===== config.mk =====
export PLATFORM = sky130hd
export DESIGN_NAME = store_merge_unit
export DESIGN_NICKNAME = d
export VERILOG_FILES = /design/src/rtl/store_merge_unit_pkg.sv /design/src/rtl/store_lane_merge.sv /design/src/rtl/store_merge_unit.sv
export SDC_FILE = /design/constraint.sdc
export NUM_CORES = 1
export LEC_CHECK = 0
export ABC_AREA = 1
export CAP_MARGIN = 20
export CORE_MARGIN = 1
export CORE_UTILIZATION = 50
export DETAILED_ROUTE_END_ITERATION = 12
export PLACE_DENSITY = 0.87
export SYNTH_ARGS = -nofsm -noshare
export SYNTH_HDL_FRONTEND = slang
export SYNTH_SLANG_ARGS = --single-unit

===== constraint.sdc =====
create_clock -name clk -period 2.66 [get_ports clk]
set_input_delay 0.266 -clock clk [delete_from_list [all_inputs] [get_ports clk]]
set_output_delay 0.266 -clock clk [all_outputs]
set_load 0.1 [all_outputs]

===== src/rtl/store_merge_unit_pkg.sv =====
// ---------------------------------------------------------------------------
// store_merge_unit_pkg
//
// Shared definitions for the store merge unit:
//   size_e   - store size encodings as carried on req_size
//   state_e  - control FSM state encoding
//   store_is_bad() - misalignment / reserved-size decode used at accept time
// ---------------------------------------------------------------------------
package store_merge_unit_pkg;

    localparam int DATA_W = 32;
    localparam int LANES  = DATA_W / 8;

    typedef enum logic [1:0] {
        SZ_BYTE = 2'b00,
        SZ_HALF = 2'b01,
        SZ_WORD = 2'b10,
        SZ_RSVD = 2'b11
    } size_e;

    typedef enum logic [2:0] {
        ST_IDLE    = 3'd0,
        ST_RD_REQ  = 3'd1,
        ST_RD_WAIT = 3'd2,
        ST_WR      = 3'd3,
        ST_DONE    = 3'd4
    } state_e;

    // A store is rejected when its size is reserved or its address is not
    // naturally aligned for that size. Bytes are always aligned.
    function automatic logic store_is_bad(input size_e size, input logic [1:0] addr_lo);
        logic bad;
        bad = 1'b1;
        case (size)
            SZ_BYTE: bad = 1'b0;
            SZ_HALF: bad = addr_lo[0];
            SZ_WORD: bad = (addr_lo != 2'b00);
            default: bad = 1'b1;
        endcase
        return bad;
    endfunction

endpackage


===== src/rtl/store_lane_merge.sv =====
// ---------------------------------------------------------------------------
// store_lane_merge
//
// Purely combinational little-endian lane merge of a sub-word store into an
// existing memory word.
//
// Ports:
//   old_word [31:0] in  - word currently held in memory
//   data     [31:0] in  - store register value (only low 8/16/32 bits used)
//   addr_lo  [1:0]  in  - byte offset of the store within the word
//   size            in  - store size (size_e)
//   merged   [31:0] out - word with the addressed lanes replaced
// ---------------------------------------------------------------------------
module store_lane_merge
    import store_merge_unit_pkg::*;
(
    input  logic [DATA_W-1:0] old_word,
    input  logic [DATA_W-1:0] data,
    input  logic [1:0]        addr_lo,
    input  size_e             size,
    output logic [DATA_W-1:0] merged
);

    // Each byte lane independently picks its source. A halfword store feeds
    // lanes 0/2 from data[7:0] and lanes 1/3 from data[15:8]; the upper data
    // bits only ever reach memory on a full word store. A reserved size
    // replaces nothing.
    generate
        for (genvar gi = 0; gi < LANES; gi++) begin : g_lane
            localparam logic [1:0] LANE = 2'(gi);
            logic sel_byte;
            logic sel_half;
            logic sel_word;

            assign sel_byte = (size == SZ_BYTE) && (addr_lo == LANE);
            assign sel_half = (size == SZ_HALF) && (addr_lo[1] == LANE[1]);
            assign sel_word = (size == SZ_WORD);

            assign merged[8*gi +: 8] = sel_byte ? data[7:0]
                                     : sel_half ? data[8*(gi%2) +: 8]
                                     : sel_word ? data[8*gi +: 8]
                                     : old_word[8*gi +: 8];
        end
    endgenerate

endmodule


===== src/rtl/store_merge_unit.sv =====
// ---------------------------------------------------------------------------
// store_merge_unit
//
// Turns byte / halfword / word store requests into word-wide memory
// accesses. Sub-word stores perform a read-modify-write: the containing
// word is read, the addressed lanes are replaced, and the merged word is
// written back. Word stores skip the read. Misaligned stores and the
// reserved size finish immediately with err=1 and never touch memory.
//
// Ports:
//   clk            in  - clock, all state updates on the rising edge
//   rst_n          in  - synchronous active-low reset
//   req_valid      in  - store request present
//   req_ready      out - unit is idle and can accept a request
//   req_addr       in  - byte address of the store (ADDR_W bits)
//   req_data       in  - store register value
//   req_size       in  - 00 byte, 01 half, 10 word, 11 reserved
//   done           out - one-cycle completion pulse
//   err            out - with done: store rejected, memory untouched
//   mem_addr       out - word-aligned memory address (0 when not accessing)
//   mem_rd_en      out - one-cycle read strobe
//   mem_rd_valid   in  - read data valid (only looked at while waiting)
//   mem_rd_data    in  - read word
//   mem_wr_en      out - write request, held until acknowledged
//   mem_wr_data    out - word to write
//   mem_wr_ack     in  - write accepted this cycle
// ---------------------------------------------------------------------------
module store_merge_unit
    import store_merge_unit_pkg::*;
#(
    parameter int ADDR_W = 32
) (
    input  logic              clk,
    input  logic              rst_n,

    input  logic              req_valid,
    output logic              req_ready,
    input  logic [ADDR_W-1:0] req_addr,
    input  logic [DATA_W-1:0] req_data,
    input  logic [1:0]        req_size,

    output logic              done,
    output logic              err,

    output logic [ADDR_W-1:0] mem_addr,
    output logic              mem_rd_en,
    input  logic              mem_rd_valid,
    input  logic [DATA_W-1:0] mem_rd_data,
    output logic              mem_wr_en,
    output logic [DATA_W-1:0] mem_wr_data,
    input  logic              mem_wr_ack
);

    state_e              state_reg;
    state_e              state_next;

    logic [ADDR_W-1:0]   addr_reg;
    logic [DATA_W-1:0]   data_reg;
    size_e               size_reg;
    logic                err_reg;
    logic [DATA_W-1:0]   wdata_reg;

    size_e               req_size_dec;
    logic                req_bad;
    logic                accept;
    logic [ADDR_W-1:0]   word_addr;
    logic [DATA_W-1:0]   merged_word;

    assign req_size_dec = size_e'(req_size);
    assign req_bad      = store_is_bad(req_size_dec, req_addr[1:0]);
    assign accept       = (state_reg == ST_IDLE) && req_valid;
    assign word_addr    = {addr_reg[ADDR_W-1:2], 2'b00};
    assign mem_wr_data  = wdata_reg;

    store_lane_merge u_merge (
        .old_word (mem_rd_data),
        .data     (data_reg),
        .addr_lo  (addr_reg[1:0]),
        .size     (size_reg),
        .merged   (merged_word)
    );

    // -----------------------------------------------------------------------
    // State and request registers
    // -----------------------------------------------------------------------
    always_ff @(posedge clk) begin
        if (!rst_n) begin
            state_reg <= ST_IDLE;
            addr_reg  <= '0;
            data_reg  <= '0;
            size_reg  <= SZ_BYTE;
            err_reg   <= 1'b0;
            wdata_reg <= '0;
        end else begin
            state_reg <= state_next;

            if (accept) begin
                addr_reg  <= req_addr;
                data_reg  <= req_data;
                size_reg  <= req_size_dec;
                err_reg   <= req_bad;
                // Word stores write the register value straight through;
                // sub-word stores overwrite this once the read returns.
                wdata_reg <= req_data;
            end

            if ((state_reg == ST_RD_WAIT) && mem_rd_valid) begin
                wdata_reg <= merged_word;
            end
        end
    end

    // -----------------------------------------------------------------------
    // Next state and Moore outputs
    // -----------------------------------------------------------------------
    always_comb begin
        state_next = state_reg;
        req_ready  = 1'b0;
        mem_rd_en  = 1'b0;
        mem_wr_en  = 1'b0;
        done       = 1'b0;
        err        = 1'b0;
        mem_addr   = '0;

        case (state_reg)
            ST_IDLE: begin
                req_ready = 1'b1;
                if (req_valid) begin
                    if (req_bad) begin
                        state_next = ST_DONE;
                    end else if (req_size_dec == SZ_WORD) begin
                        state_next = ST_WR;
                    end else begin
                        state_next = ST_RD_REQ;
                    end
                end
            end

            ST_RD_REQ: begin
                mem_rd_en  = 1'b1;
                mem_addr   = word_addr;
                state_next = ST_RD_WAIT;
            end

            // No timeout: the memory is trusted to answer eventually.
            ST_RD_WAIT: begin
                mem_addr = word_addr;
                if (mem_rd_valid) begin
                    state_next = ST_WR;
                end
            end

            ST_WR: begin
                mem_wr_en = 1'b1;
                mem_addr  = word_addr;
                if (mem_wr_ack) begin
                    state_next = ST_DONE;
                end
            end

            ST_DONE: begin
                done       = 1'b1;
                err        = err_reg;
                state_next = ST_IDLE;
            end

            default: begin
                state_next = ST_IDLE;
            end
        endcase
    end

endmodule


* Yosys cells after proc, flatten, opt, wreduce, memory -nomap -nowiden *
Cells that the tools add are included.

cells by class
  eq/ne operators = 14
  multiplexer cells = 27
  bitwise gates (word level) = 1
  reduce and logical (&&, ||, !) cells = 16

operator list
  kind                                                             count
  32-bit 2-to-1 mux                                                3
  8-bit 2-to-1 mux                                                 12
  3-bit 2-to-1 mux                                                 4
  3-bit case mux with 4 select lines                               1
  2-bit == test, second input constant                             4
  1-bit logical AND                                                8
  2-bit by 1-bit == test with 1-bit output, second input constant  3
  3-bit by 2-bit == test with 1-bit output, second input constant  2
  2-bit zero test                                                  3
  2-bit != test, second input constant                             3
  1-bit 2-to-1 mux                                                 5
  2-bit nonzero test                                               2
  3-bit by 1-bit == test with 1-bit output, second input constant  1
  3-bit == test, second input constant                             1
  3-bit zero test                                                  1
  1-bit case mux with 3 select lines                               1
  3-bit AND reduction                                              1
  3-bit OR reduction                                               1
  2-bit 2-to-1 mux                                                 1
  1-bit inverter                                                   1

storage, ports and cells
  register bits after elaboration = 102
  bits of input ports = 103
  output and inout bits = 69
  word-level logic and storage cells = 64

* Depth between registers and ports, before layout *
  word-level depth = 5
  depth in mapped cells = 9
  mapped depth without buffers = 8

* By module *
Synthesis repeated with hierarchy kept, for this count alone.

unflattened totals
  cell total of the unflattened synthesis = 741
  area, all modules = 5003.5 um2

modules (own cells, without submodules)
  module            times used  cells each  area an instance (um2)  seq. area each (um2)
  store_merge_unit  1           547         4072.7                  2042.0
  store_lane_merge  1           194         930.9                   0.0

* Worst setup path after synthesis *
Ideal clock, no wire load.

  path type = register to output
  start = register state_reg[1]
  end = output port mem_addr[10]
  data arrival time = 2089 ps
  required time = 2394 ps
  setup slack = 305 ps
  cell stages (with the launch flop) = 6
  cell sequence = dfxtp_1 > nor2_4 > inv_1 > nand2_1 > clkbuf_1 > nor2_1

on the way
  cells in the longest elaborated chain, start to end = 3
  elaborated cells between the ends (all ways) = 5

RTL lines
  element                                                                                                      line                     text
  start, declared                                                                                              store_merge_unit.sv:54   state_e state_reg;
  start signal, assigned                                                                                       store_merge_unit.sv:95   state_reg <= state_next;
  3-bit by 2-bit == test with 1-bit output / 3-bit by 1-bit == test with 1-bit output (equally long branches)  store_merge_unit.sv:125  case (state_reg)
  3-bit OR reduction (no line) *                                                                               --
  32-bit 2-to-1 mux *                                                                                          store_merge_unit.sv:125
  end, declared                                                                                                store_merge_unit.sv:45   output logic [ADDR_W-1:0] mem_addr,

Mark *: on every way between the ends. The rest lies on a longest branch, timed or not.

* Worst setup path in the final report *
  start = register state_reg[1]
  end = output port mem_addr[15]

The elaborated chain is that of the path after synthesis.

==> flow_summary.ini <==
[job]
maxCapViolations = 0

[clock_network]
cts_max_level = 3
cts.path.max_buffers = 2
clkSlewWorstSetupHoldPaths_ns = 0.10
cts_made_buffers = 9
cts_hold_buf = 0
root_buffer = clkbuf_8
clock_sinks = 102
cts_tree = built
clkLatencyLatePin_ns = 0.37

[global_routing]
antenna_found_initial = 0
grt_pass1_wl_mm = 24.41
grt_use_total_pct = 29.73
grt_pass1_vias = 5110
overflow = 0
grt_max_degree = 86

[detailed_routing]
wl_mm = 15.14
drtIter0Drc = 350
antenna_left = 0
routed-wl-met3_mm = 1.019
via_count = 5542
wl_met2_mm = 7.189
routed_via_density = 5.155
firstDrtPassIters = 5
met1_length_mm = 6.501
top_layer = met4
remaining_drc_errors = 0
wl_per_cell_um = 14.08

[synthesis]
syn_avg_cell_area_sq_um = 6.403
ys_warn_count = 0
synth_compound_area_share_pct = 13.83
synth_seq_cells = 102
async_flop_share_pct = 0
synthesis.area_sq_um = 5065
yosys.cell_types.count = 25
synth-xor-area-share_pct = 0
synth-edff-count = 0
synthSimpleGateAreaFrac_pct = 33.97
ys_seq_area_share_pct = 40.32
synth_top_family_by_area = simple AND/OR/NAND/NOR gates
yosysTopAreaCell = dfxtp_1
muxShareOfSynthArea_pct = 0
netlist.area_leader.share_pct = 40.32
synth-main-ff-cell = dfxtp_1
synthTopCellsByArea = dfxtp_1 (40%), nand2_1 (17%), a21oi_1 (10%)
synthAdderAreaFrac_pct = 0
syn-instance-count = 791

[die]
ios = 172
initial_core_util_pct = 51.82
die-area_sq_um = 10540
die_x_um = 102.6
fp.dieH_um = 102.6
num_rows = 36
core-area_sq_um = 9774

[place]
port_buffers = 169
dp_hpwl_mm = 10.72
place_congestion = 0.9174
dpl_cell_area_sq_um = 6983

[critical_path]
cp.required_ns = 2.39
cp-start-kind = register
critPathLaunch = state_reg[1]$_SDFFE_PN0P_
path_cells = nor2_4, inv_1, nand2_2, nor2_1, buf_12
critPathSlowestCell = dfxtp_1
r2r_start = size_reg[1]$_SDFFE_PN0P_
crit_arrival_ns = 1.92
endpoint_kind = primary output
critPathMaxFanout = 30
slowest_delay_ns = 0.46
critical_path_class = register to primary output

[sta]
fin_crit_sh_pct = 82.34
rsz0062_at_grt = no
min_period_ns = 2.190
worst_pin_slew_ns = 0.7070
fmax_mhz = 456.5
finalSetupTns_ns = 0
final-setup-viol-count = 0
drv_slew = 0
hold_violations = 0
skew_ns = 0.01759
slew_headroom_pct = 52.70

[power_and_ir_drop]
p_total_w = 0.005486
power_density_nw_per_um2 = 763.9
p_leak_nw = 3.302
ir_drop_mv = 0.4496

[finish]
diodes = 0
area_growth_pct = 41.77
drive_above_1_share_pct = 11.57
final_nets = 1040
final_area_sq_um = 7181
final_util_pct = 73.46

[min_path]
hold_start = addr_reg[8]$_SDFFE_PN0P_
worstHoldPathType = register to register

[run_status]
status = complete, no violations
## routing by layer
metal | global-route usage (%) | up-vias
li1 | - | 2779
met1 | 39.33 | 2478
met2 | 49.03 | 252
met3 | 3.322 | 33
met4 | 12.97 | 0
met5 | 0 | -
## worst paths after layout
| check | endpoint | slack [ns] | cells past startpoint |
|---|---|---|---|
| worst max register to register | mem_wr_data[3]$_SDFFE_PN0P_ | 0.72 | 6 |
| worst min-delay path | addr_reg[8]$_SDFFE_PN0P_ | 0.46 | 2 |
| worst min register to register | addr_reg[8]$_SDFFE_PN0P_ | 0.46 | 2 |
| worst max-delay path | mem_addr[15] | 0.47 | 5 |
## logic make-up after synthesis
group	count (synthesis)
AND/OR/NAND/NOR	408
AO/OA/AOI/OAI	140
buffers and inverters	140
flip-flops	102
other	1
## synthesized netlist by cell type (all sizes together) (2+ instances only)
cell type,number
clkbuf,14
nand4,2
nand3b,7
dfxtp,102
nand3,86
a21oi,101
buf,31
nand2,239
clkinv,2
inv,93
o21ai,39
nor2,73
## power by group
group	leakage, nW	switching, W	internal, W
sequential	0.840	0.000156	0.00176
combinational	2.37	0.00183	0.000745
clock	0.0933	0.000555	0.000441
total	3.30	0.00254	0.00295
## layout by cell type, fill, tap and decap left out, drive strengths merged
cell | synthesis | layout
a21oi | 101 | 101
and3 | 1 | 1
buf | 31 | 77
bufinv | 0 | 1
clkbuf | 14 | 10
clkdlybuf4s50 | 0 | 102
clkinv | 2 | 3
clkinvlp | 0 | 2
conb | 1 | 2
dfxtp | 102 | 102
inv | 93 | 95
nand2 | 239 | 239
nand3 | 86 | 86
nand3b | 7 | 7
nand4 | 2 | 2
nor2 | 73 | 73
o21ai | 39 | 39
## final cells by class
cell class              instances  area [sq um]
fillers                       816          2594
clock buffers                  10         127.6
flip-flops and latches        102          2042
repair buffers                179          1987
clock inverters                 6         67.56
inverters                      95         359.1
multi-input cells             550          2431
well taps                     133         166.4
## worst max-delay path, delay by kind of cell (launching register included)
family,cells,cell delay [ns]
flip-flops,1,0.46
AND/OR/NAND/NOR,3,0.77
buffers and inverters,2,0.31
## per-stage QoR
step	std cells	hold WS (ns)	worst slack, ns
2_1_floorplan	792	0.4087	0.3049
4_1_cts	1075	0.4587	0.1128
5_1_grt	1075	0.4771	0.3405
6_report	1075	0.4564	0.4696
3_3_place_gp	1059	0.4386	0.5244
3_5_place_dp	1059	0.4439	0.5373
## what timing repair did
action                     4_1_cts  5_1_grt
setup endpoints to repair        0        6
gates resized for setup          0        1
buffers inserted                 0        0
Note: power is estimated with default switching activity, not from simulation.
==> RTL change 1, RTL diff (same settings) <==
The package constant `DATA_W` goes from 32 to 48.
--- a/src/rtl/store_merge_unit_pkg.sv
+++ b/src/rtl/store_merge_unit_pkg.sv
@@ -10,3 +10,3 @@
 
-    localparam int DATA_W = 32;
+    localparam int DATA_W = 48;
     localparam int LANES  = DATA_W / 8;
Ports: changed (resized mem_rd_data, mem_wr_data and req_data); port bits go from 172 to 220. The function was not compared with the original's and may differ.
==> RTL change 1 against the original RTL <==
Critical path depth up 1. Sequential cell count up 32. Count of clock-buffer cells in the layout up 13. Worst setup slack worse by 0.14 ns. Power up 46%. Synthesized area up 34%. Final area up 34%. Wire length up 43%. Critical path type unchanged. Largest cell class unchanged. Highest routed layer unchanged.
==> RTL change 1: results (changes against the original RTL) <==
| Metric | Value |
|---|---|
| Met3 Use GR | 0.0603 (+0.0271) |
| Fillers | 1022 (+25%) |
| R2r setup slk | 0.66 ns (-0.06 ns) |
| Met2 Resource Use GR | 0.516 (+0.0256) |
| GPL Wtd Cong | 0.848 (-7.6%) |
| Status | completed |
| Routed length per instance | 15.3 um (+8.5%) |
| Sequential share of the synthesized area | 0.396 (-0.00671) |
| Crit path DAT | 2.07 ns (+0.15 ns) |
| H-Tree Level Count | 4 (+1) |
| Hold Crit Depth | 3 (+1) |
| Global-route wire length before repair | 34900 um (+43%) |
| Pre-CTS setup slack | 0.615 ns (+0.0778 ns) |
| Clk root buf | clkbuf_16 |
| Final net count | 1365 (+31%) |
| Reg clk slew, reported paths | 0.06 ns (-0.04 ns) |
| Netlist cell types | 31 (+24%) |
| Slew headroom | 0.589 (+0.0615) |
| Sw power | 3.31 mW (+31%) |
| DR pass1 iterations | 8 (+3) |
| Vias in the first global route | 7038 (+38%) |
| Pin count of the biggest net entering global routing | 58 (-33%) |
| Hold EP | data_reg[22] |
| Met2 WL | 10300 um (+44%) |
| PortBufs | 217 (+28%) |
| Vias | 7556 (+36%) |
| Worst Skew | 0.00520 ns (-0.0124 ns) |
==> RTL change 1: area by class of cell <==
cell class | instances | area, um^2 | share of cell area
clock buffers | 23 | 478 | 0.0495
clock inverters | 9 | 124 | 0.0128
inverters | 109 | 412 | 0.0427
multi-input cells | 738 | 3280 | 0.340
flip-flops and latches | 134 | 2680 | 0.278
well taps | 176 | 220 | 0.0228
repair buffers | 230 | 2450 | 0.254
==> RTL change 1: power groups by stage <==
stage / Sequential, mW / Clock, mW / Combinational [mW]
floorplan: 3.20 / 0 / 1.63
global route: 2.51 / 2.52 / 3.35
finish: 2.48 / 2.41 / 3.14
global placement: 2.50 / 0 / 3.06
CTS: 2.47 / 2.42 / 3.13
detailed placement: 2.51 / 0 / 3.10
==> RTL change 1: logic make-up (layout without fill, tap and decap cells) <==
family,after synthesis,in the layout,synth area share
compound gates,189,189,0.145
buf+inv,173,371,0.121
flops,134,134,0.396
other cells,1,2,0.000554
simple gates,547,547,0.337
==> RTL change 1: per-stage QoR <==
step	instances	hold slack, ns	utilization
2_1_floorplan	1045	0.409	-
3_3_place_gp	1387	0.439	0.683
3_5_place_dp	1387	0.442	0.683
4_1_cts	1419	0.420	0.728
5_1_grt	1419	0.437	0.728
6_report	1419	0.425	0.728
==> RTL change 1: worst max-delay path by stage <==
stage                 startpoint         endpoint  depth (start not counted)
global placement       req_valid  mem_wr_data[25]                          7
floorplan           state_reg[1]     mem_addr[10]                          5
global route        state_reg[1]     mem_addr[15]                          6
CTS                 state_reg[1]     mem_addr[24]                          6
detailed placement     req_valid   mem_wr_data[8]                          7
finish              state_reg[1]     mem_addr[24]                          6
==> RTL change 2, RTL diff (config.mk and constraints unchanged) <==
Made on the original files. The 5 states of `state_e` get a one-hot encoding in 5 bits.
--- a/src/rtl/store_merge_unit_pkg.sv
+++ b/src/rtl/store_merge_unit_pkg.sv
@@ -20,8 +20,8 @@
 
-    typedef enum logic [2:0] {
-        ST_IDLE    = 3'd0,
-        ST_RD_REQ  = 3'd1,
-        ST_RD_WAIT = 3'd2,
-        ST_WR      = 3'd3,
-        ST_DONE    = 3'd4
+    typedef enum logic [4:0] {
+        ST_IDLE    = 5'b00001,
+        ST_RD_REQ  = 5'b00010,
+        ST_RD_WAIT = 5'b00100,
+        ST_WR      = 5'b01000,
+        ST_DONE    = 5'b10000
     } state_e;
Check against the original RTL: same outputs for any inputs over 10 cycles, from zero or initial values and one cycle with rst_n low; not proved beyond that.
==> RTL change 2 against the original RTL <==
Wire length up 2.7%. Critical endpoint is now mem_addr[17]. Highest routed layer unchanged. Synthesized cell count up 8.0%. Final area up 4.1%. Power down 18%. Clock power down 2.3%. Count of clock-buffer cells in the layout unchanged. Sequential cell count up 2. Synthesized area up 6.0%. Worst setup slack worse by 0.21 ns.
==> RTL change 2: results (changes against the original RTL) <==
| Metric | Value |
|---|---|
| Status | completed |
| List of most frequent post-synthesis cells | nand2_1 (322), inv_1 (112), dfxtp_1 (104), a21oi_1 (86), nor2_1 (66) |
| RR Endpoint | mem_wr_data[22] |
| Worst Skew | 0.0114 ns (-0.00622 ns) |
| Crit path DAT | 2.13 ns (+0.21 ns) |
| Total wire length | 15600 um (+2.7%) |
| Vias | 5854 (+5.6%) |
| R2r setup slk | 0.79 ns (+0.07 ns) |
| Hold Crit Class | in -> reg |
| Hold Crit Depth | 3 (+1) |
| Vias in the first global route | 5305 (+3.8%) |
| Pre-CTS setup slack | 0.674 ns (+0.136 ns) |
| Critical-path top delay cell | inv_1 |
| Combinational Power | 1.66 mW (-35%) |
| Combinational share of power | 0.371 (-0.098) |
| Top cells by area, synth | dfxtp_1 (39%), nand2_1 (23%), a21oi_1 (8.0%), inv_1 (7.8%), nand3_1 (6.0%) |
| Hold EP | addr_reg[17] |
| GPL Wtd Cong | 0.859 (-6.4%) |
| Global-route wire length before repair | 24900 um (+2.1%) |
| Final net count | 1101 (+5.9%) |
| DP Area | 7290 um^2 (+4.4%) |
| Pin count of the biggest net entering global routing | 91 (+5.8%) |
| Hold Slack | 0.446 ns (-0.0105 ns) |
| Gr usage total | 0.276 (-0.0213) |
| DP HPWL | 11100 um (+3.3%) |
| Worst-Margin Slew | 0.747 ns (+0.0401 ns) |
| Layout cell share with drive strength beyond 1 | 0.124 (+0.00804) |
| RR Startpoint | state_reg[4] |
| Routed length per instance | 13.7 um (-2.9%) |
| Initial drt markers | 479 (+37%) |
| DR pass1 iterations | 6 (+1) |
| Hold Startpoint | req_addr[17] |
| Int Pwr | 2.67 mW (-9.6%) |
## RTL change 2: cell count changes in the layout (fill, tap and decap cells not counted), moves of 4 or more
cell      change
a21oi_2       +7
a21oi_1      -15
nor2_4        +4
o211ai_1      +8
o21ai_0      -35
nand3_2       +7
nand3_1      -20
nand3b_1      -7
inv_1        +24
nor2_1        -5
nand2_1      +90
## RTL change 2: logic make-up after synthesis
family	after synthesis	share of synthesized area
AND/OR/NAND/NOR	480	0.372
buffers and inverters	163	0.131
AO/OA/AOI/OAI	106	0.108
flip-flops	104	0.388
other	1	0.000698
## RTL change 2: worst max-delay path: cells and delay by family (launching register included)
kind	cells	cell delay [ns]
buf+inv	4	0.95
flops	1	0.31
simple gates	3	0.51
## RTL change 2: metal layers
| layer | routed length, um | vias up | global-route usage |
|---|---|---|---|
| li1 | - | 2900 | - |
| met1 | 6500 | 2657 | 0.367 |
| met2 | 7490 | 259 | 0.458 |
| met3 | 1100 | 38 | 0.0254 |
| met4 | 460 | 0 | 0.119 |
| met5 | 0 | - | 0 |
## RTL change 2: worst max path at each step
| stage | startpoint | endpoint | slack, ns |
|---|---|---|---|
| final | state_reg[4] | mem_addr[17] | 0.26 |
| after global placement | state_reg[4] | mem_addr[14] | 0.75 |
| after CTS | state_reg[4] | mem_addr[17] | 0.27 |
| after global routing | state_reg[4] | mem_addr[2] | 0.11 |
| after detailed placement | state_reg[4] | mem_addr[17] | 0.67 |
| after floorplan | state_reg[2] | err | 0.10 |
## RTL change 2: area by class of cell
class / instances / area, um^2
tap: 136 / 170
timing repair buffer: 180 / 2010
clock buffer: 10 / 128
clock inverter: 5 / 58.8
sequential: 104 / 2080
fill: 835 / 2890
multi-input combinational: 588 / 2600
inverter: 115 / 432
